==> src/rtl/st_threshold_peak_trigger.sv <==
// Threshold/hysteresis self-trigger with glitch rejection, peak and time-over-threshold capture, and holdoff.
// Define ST_TIMESTAMP_EN to add a free-running sample counter and the ts output.
module st_threshold_peak_trigger #(
   parameter int unsigned HOLDOFF = 64,
   parameter int unsigned MIN_TOT = 2,
   parameter int unsigned TOT_W   = 8
) (
   input  logic                    clk,
   input  logic                    reset,
   input  logic                    enable,
   input  logic signed [15:0]      x,
   input  logic signed [15:0]      threshold,
   input  logic        [14:0]      hysteresis,
   output logic                    trigger,
   output logic signed [15:0]      peak,
   output logic        [TOT_W-1:0] tot,
   output logic                    busy
`ifdef ST_TIMESTAMP_EN
   ,
   output logic        [31:0]      ts
`endif
);

   typedef enum logic [1:0] {S_ARMED, S_ABOVE, S_HOLD, S_REARM} state_t;

   logic               reset_q, enable_q, s_valid_q;
   logic signed [15:0] in_q;

   state_t             state_q, state_d;
   logic signed [15:0] pk_q, pk_d, peak_q, peak_d;
   logic [TOT_W-1:0]   cnt_q, cnt_d, tot_q, tot_d;
   logic [15:0]        hcnt_q, hcnt_d;
   logic               trigger_q, trigger_d;

   logic signed [16:0] sample, thr, exit_level;

   // NOTE: reset is applied through reset_q, so it takes effect one edge after the pin.
   always_ff @(posedge clk) begin
      reset_q  <= reset;
      enable_q <= enable;
      if (reset_q) begin
         s_valid_q <= 1'b0;
         in_q      <= '0;
      end else begin
         s_valid_q <= enable_q;
         if (enable_q) in_q <= x;
      end
   end

   assign sample     = {in_q[15], in_q};
   assign thr        = {threshold[15], threshold};
   assign exit_level = thr - $signed({2'b00, hysteresis});

   // NOTE: every next-state value defaults to its current value so no latch is inferred.
   always_comb begin
      state_d   = state_q;
      pk_d      = pk_q;
      cnt_d     = cnt_q;
      hcnt_d    = hcnt_q;
      peak_d    = peak_q;
      tot_d     = tot_q;
      trigger_d = 1'b0;
      if (s_valid_q) begin
         unique case (state_q)
            S_ARMED: begin
               if (sample > thr) begin
                  state_d = S_ABOVE;
                  pk_d    = in_q;
                  cnt_d   = TOT_W'(1);
               end
            end
            S_ABOVE: begin
               // The exiting sample never contributes to pk or cnt.
               if (sample < exit_level) begin
                  if (32'(cnt_q) >= MIN_TOT) begin
                     trigger_d = 1'b1;
                     peak_d    = pk_q;
                     tot_d     = cnt_q;
                     hcnt_d    = '0;
                     state_d   = S_HOLD;
                  end else begin
                     state_d = S_ARMED;
                  end
               end else begin
                  if (in_q > pk_q) pk_d = in_q;
                  if (cnt_q != '1) cnt_d = cnt_q + TOT_W'(1);
               end
            end
            S_HOLD: begin
               if (hcnt_q == 16'(HOLDOFF - 1)) begin
                  state_d = (sample < exit_level) ? S_ARMED : S_REARM;
               end else begin
                  hcnt_d = hcnt_q + 16'd1;
               end
            end
            S_REARM: begin
               if (sample < exit_level) state_d = S_ARMED;
            end
            default: state_d = S_ARMED;
         endcase
      end
   end

   // NOTE: sequential state uses non-blocking assignments only.
   always_ff @(posedge clk) begin
      if (reset_q) begin
         state_q   <= S_ARMED;
         pk_q      <= '0;
         cnt_q     <= '0;
         hcnt_q    <= '0;
         peak_q    <= '0;
         tot_q     <= '0;
         trigger_q <= 1'b0;
      end else begin
         state_q   <= state_d;
         pk_q      <= pk_d;
         cnt_q     <= cnt_d;
         hcnt_q    <= hcnt_d;
         peak_q    <= peak_d;
         tot_q     <= tot_d;
         trigger_q <= trigger_d;
      end
   end

   assign trigger = trigger_q;
   assign peak    = peak_q;
   assign tot     = tot_q;
   assign busy    = (state_q != S_ARMED);

`ifdef ST_TIMESTAMP_EN
   logic [31:0] ts_cnt_q, ts_start_q, ts_q;

   // The start stamp is taken on the sample that moves ARMED to ABOVE; glitches never reach ts_q.
   always_ff @(posedge clk) begin
      if (reset_q) begin
         ts_cnt_q   <= '0;
         ts_start_q <= '0;
         ts_q       <= '0;
      end else if (s_valid_q) begin
         ts_cnt_q <= ts_cnt_q + 32'd1;
         if (state_q == S_ARMED && state_d == S_ABOVE) ts_start_q <= ts_cnt_q;
         if (trigger_d) ts_q <= ts_start_q;
      end
   end

   assign ts = ts_q;
`endif

endmodule

==> config.mk <==
export PLATFORM = sky130hd
export DESIGN_NAME = st_threshold_peak_trigger
export DESIGN_NICKNAME = d
export VERILOG_FILES = /design/src/rtl/st_threshold_peak_trigger.sv
export SDC_FILE = /design/constraint.sdc
export NUM_CORES = 1
export LEC_CHECK = 0
export CAP_MARGIN = 25
export CELL_PAD_IN_SITES_DETAIL_PLACEMENT = 2
export CELL_PAD_IN_SITES_GLOBAL_PLACEMENT = 2
export CORE_UTILIZATION = 35
export CTS_BUF_LIST = sky130_fd_sc_hd__clkbuf_4 sky130_fd_sc_hd__clkbuf_8
export CTS_CLUSTER_SIZE = 24
export DETAILED_ROUTE_END_ITERATION = 10
export DONT_BUFFER_PORTS = 1
export PLACE_DENSITY_LB_ADDON = 0.12
export SETUP_SLACK_MARGIN = 0.2
export SLEW_MARGIN = 15
export SYNTH_ARGS = -nofsm -noshare
export SYNTH_HDL_FRONTEND = slang
export SYNTH_SLANG_ARGS = --single-unit
export TNS_END_PERCENT = 5
==> constraint.sdc <==
create_clock -name clk -period 4.95 [get_ports clk]
set_clock_uncertainty 0.1 [all_clocks]
set_input_delay 0.495 -clock clk [delete_from_list [all_inputs] [get_ports clk]]
set_output_delay 0.495 -clock clk [all_outputs]
set_load 0.005 [all_outputs]
---- After elaboration in Yosys (flattened, before gate mapping) ----
Index checks and enable logic that the tools add are counted.
operators by class
  multiplexer cells ....................... 20
  order comparisons ....................... 4
  reduce and logical (&&, ||, !) cells .... 10
  equal/unequal tests ..................... 14
  bitwise logic cells ..................... 3
  add/sub/neg operators ................... 3
operator list
  kind                                                                                 number
  16-bit two-way mux                                                                   6
  16-bit case mux with 2 select lines                                                  2
  16-bit greater-than comparator                                                       2
  8-bit two-way mux                                                                    3
  5-bit AND reduction                                                                  4
  2-bit != test, second input constant                                                 9
  16-bit by 17-bit < comparator with 1-bit output                                      1
  16-bit by 16-bit subtractor with 17-bit output                                       1
  16-bit by 1-bit adder with 16-bit output, second input constant                      1
  16-bit by 6-bit equality test with 1-bit output, second input constant               1
  8-bit case mux with 2 select lines                                                   1
  2-bit two-way mux                                                                    6
  8-bit by 1-bit adder with 8-bit output, second input constant                        1
  8-bit by 2-bit greater-or-equal comparator with 1-bit output, second input constant  1
  8-bit != test, second input constant                                                 1
  2-bit case mux with 4 select lines                                                   1
  2-bit nonzero test                                                                   3
  2-bit equality test, second input constant                                           2
  4-bit AND reduction                                                                  1
  4-bit OR reduction                                                                   1
  1-bit NOT                                                                            3
  2-bit by 1-bit equality test with 1-bit output, second input constant                1
  2-bit logical NOT                                                                    1
  1-bit two-way mux                                                                    1
word-level totals
  register bits after elaboration ......... 86
  bits of input ports ..................... 50
  logic and storage cells ................. 65
  output and inout bits ................... 26

---- Logic depth before layout (Yosys ltp) ----
  depth after elaboration ................. 5
  mapped depth ............................ 21
  depth with buffers taken out ............ 19

---- Worst setup path before layout ----
Ideal clock, no wire load.
  path type ............................... input-to-reg
  start ................................... input port threshold[0]
  end ..................................... register peak_q[11], in the netlist peak[11]
  library setup time ...................... 0.128 ns
  stages .................................. 21
  arrival time ............................ 4.103 ns
  data required time ...................... 4.722 ns
  path slack .............................. 0.619 ns
  buffers on the path ..................... 2
  cell sequence ........................... inv_1 ha_1 fa_1 nor2b_1 o21ai_0 a21oi_1 o41a_1 a211oi_1 o31ai_1 a21oi_1 xor2_1 ha_1 a21o_1 nand2_1 a31oi_1 or4_4 a211o_1 buf_6 buf_6 mux2i_1 nor2_1
on the way
  cells in the longest elaborated chain, start to end .. 3
RTL lines
  item                                             line  text
  start, declared                                  12    input logic signed [15:0] threshold,
  16-bit by 16-bit subtractor with 17-bit output   52    assign exit_level = thr - $signed({2'b00, hysteresis});
  16-bit by 17-bit < comparator with 1-bit output  74    if (sample < exit_level) begin
  4-bit AND reduction (no source line)             n/a
  end signal, assigned                             119   peak_q <= peak_d;
  end, declared                                    30    logic signed [15:0] pk_q, pk_d, peak_q, peak_d;
No other way between the ends.
A chain may end at the register's enable or synchronous reset.

---- Worst setup path after layout ----
  start ................................... input port threshold[0]
  end ..................................... register peak_q[8], in the netlist peak[8]
Same word-level chain as after synthesis.

==> flow_metrics.tcl <==
set metrics [dict create \
    status "finished, violations left" \
    violations "DRC" \
    drtIter0Drc 116 \
    cap_violations 0 \
    final.fill_count 1726 \
    insertion_delay_ps 380 \
    worstPathRequired_ps 5090 \
    wl_per_cell_microns 18.1 \
    cts_hold_buf 0 \
    pin_count 76 \
    critPathArrivalTime_ps 4540 \
    leakagePower_nw 2.69 \
    async_flop_share_pct 0 \
    setup_tns_ps 0 \
    wirelength_mm 14.6 \
    min_path_cells 0 \
    num_rows 45 \
    grt_pass1_vias 4765 \
    r2r-start "in_q[6]" \
    ys.flop_type "dfxtp_1" \
    hold_viol 0 \
    drive_gt1_share_pct 4.34 \
    ys_warn_count 0 \
    ir_worst_vdd_mv 0.180 \
    synth_fp_nets 742 \
    cts_resized 0 \
    drc 2 \
    synth_cell_types 53 \
    cts_tree "done" \
    path_clk_slew_ps 90 \
    cp_num_buf_inv 2 \
    rsz0062_at_grt "no" \
    ant_nets 0 \
    fmax_mhz 227 \
    area_growth_pct 6.81 \
    whs_ps 35.8 \
    crit_path_cell_trace "inv_1 -> ha_1 -> fa_1 -> nor2b_1 -> o21ai_0 -> a21oi_1 -> o41a_1 -> a211oi_1 -> o31ai_1 -> a21oi_1 -> xor2_1 -> ha_1 -> a21o_1 -> nand2_1 -> a31oi_1 -> or4_4 -> a211o_1 -> buf_4 -> mux2i_1 -> nor2_1" \
    yosys.area.top_type "dfxtp_1" \
    tightestPinTransition_ps 982 \
    cp-end-kind "flop" \
    critical_path.slowest_cell "or4_4" \
    dr.pass1.iters 7 \
    antenna_cells 0 \
    clock_path_buffers 2 \
    worstSetupPathType "primary input to flop" \
    finalCriticalPeriod_ps 4400 \
    synthTopCellsByArea "dfxtp_1 (32%), ha_1 (15%), mux2i_1 (10%)" \
    synth_edf_count 0 \
    cpPeakStageDelay_ps 440 \
    drv_slew 0 \
    hpwlAfterDp_mm 11.6 \
    drt-vias-per-instance 5.45 \
    period_share_pct 88.8 \
    synth_top_area_share_pct 31.8 \
    initial_core_util_pct 35.8 \
    syn_area_per_cell_sq_um 8.67 \
    dieArea_sq_um 16000 \
    io_buffer_count 0 \
    critPathMaxFanout 18 \
    hold_class "primary input to flop" \
    cts_buffers 9 \
    grt_max_degree 54 \
    min_from "reset" \
    grt_pass1_wl_mm 24.2 \
    track_usage_pct 19.2 \
    reg2regPathDepth 9 \
    cts_root_buf "clkbuf_8" \
    nets 736 \
    vias 4411 \
    htree_levels 3 \
    coreArea_sq_um 15100 \
    ys_ff_latch 86 \
    startpoint_type "primary input" \
    finalInstanceArea_sq_um 5790 \
    crit_start "threshold[0]" \
    post_cts_buffers 0 \
    floorplan.die.width_microns 126 \
    crit_family "compound AO/OA/AOI/OAI gates" \
    netlist_area_sq_um 5420 \
    worst-path-stages 20 \
    r2r_slack_ps 1850 \
    placed_area_sq_um 5580 \
    dieHeight_microns 126 \
    seq_area_frac_synth_pct 31.8 \
    gp_congestion 0.788 \
    finalSetupViolCount 0 \
    antenna_found_initial 0 \
    grt_overflow_total 0 \
    power_density_nw_per_um2 267 \
    synthCells 625 \
    slew_headroom_pct 34.5 \
    cts.sinks 86 \
]
## routing by layer
metal / GRT usage, % / wire [microns] / up-vias
met4: 5.53 / 195 / 0
met5: 0 / 0 / -
li1: - / - / 2173
met1: 20.9 / 6090 / 2169
met2: 36.0 / 7670 / 55
met3: 5.53 / 681 / 14
## area by class of cell
cell class / instances / area, sq um / share of cell area, %
clock buffer: 10 / 138 / 2.38
multi-input combinational: 460 / 3370 / 58.2
sequential: 86 / 1720 / 29.8
clock inverter: 4 / 72.6 / 1.25
inverter: 57 / 214 / 3.70
timing repair buffer: 5 / 37.5 / 0.649
tap: 188 / 235 / 4.06
## stage by stage
stage / util (%) / setup WS, ps / total power, mW / cells
after global routing: 38.2 / 226 / 1.63 / 810
after detailed placement: 36.8 / 160 / 1.02 / 796
final: 38.2 / 553 / 1.55 / 810
after global placement: 36.8 / 264 / 1.00 / 796
after floorplan: - / 619 / 0.947 / 625
after CTS: 38.2 / 524 / 1.58 / 810
## power breakdown
| group | internal (mW) | total [mW] | leakage (nW) | switching (mW) |
|---|---|---|---|---|
| clock network | 0.292 | 0.547 | 0.104 | 0.255 |
| registers | 0.705 | 0.736 | 0.697 | 0.0304 |
| logic | 0.121 | 0.263 | 1.89 | 0.143 |
## logic make-up (layout without fill, tap and decap cells)
group	count (synthesis)	after routing	share of synthesized area, %
compound gates	102	102	13.1
xor+xnor	19	19	3.07
fa+ha+maj	67	67	15.6
buf+inv	79	76	6.07
flops	86	86	31.8
mux	56	56	10.3
simple gates	216	216	20.0
## path summary, 6_finish.rpt
path	end
worst max-delay path	peak[8]
worst min-delay path	reset_q
worst max register to register	peak[8]
worst min register to register	pk_q[5]
## Yosys cell counts, types with 7 or more instances
cell type,instances
nand4_1,10
clkbuf_1,15
nor2b_1,7
nand2b_1,39
nor2_1,80
nor3_1,12
a21oi_1,25
a21o_1,13
dfxtp_1,86
o21ai_0,14
nand2_1,25
nand3_1,16
inv_1,57
mux2i_1,56
ha_1,66
xor2_1,14
## layout by cell type, fill, tap and decap left out, types with 6 or more instances in the layout
cell type  instances
inv_1             57
or3_1              6
a21oi_1           25
ha_1              66
nor2_1            80
nand2_1           25
a21o_1            13
dfxtp_1           85
nand3_1           16
a311oi_1           6
nor2b_1            7
nand2b_1          39
clkbuf_8          10
o21ai_0           14
nor3_1            12
nand4_1           10
xor2_1            14
mux2i_1           56
## state kept, by name, summed over array words and instances (netlist names)
signal     flops
trigger        1
cnt_q          8
s_valid_q      1
pk_q          16
tot            8
state_q        2
hcnt_q        16
reset_q        1
enable_q       1
peak          16
in_q          16
Power figures use the tool's default switching activity.
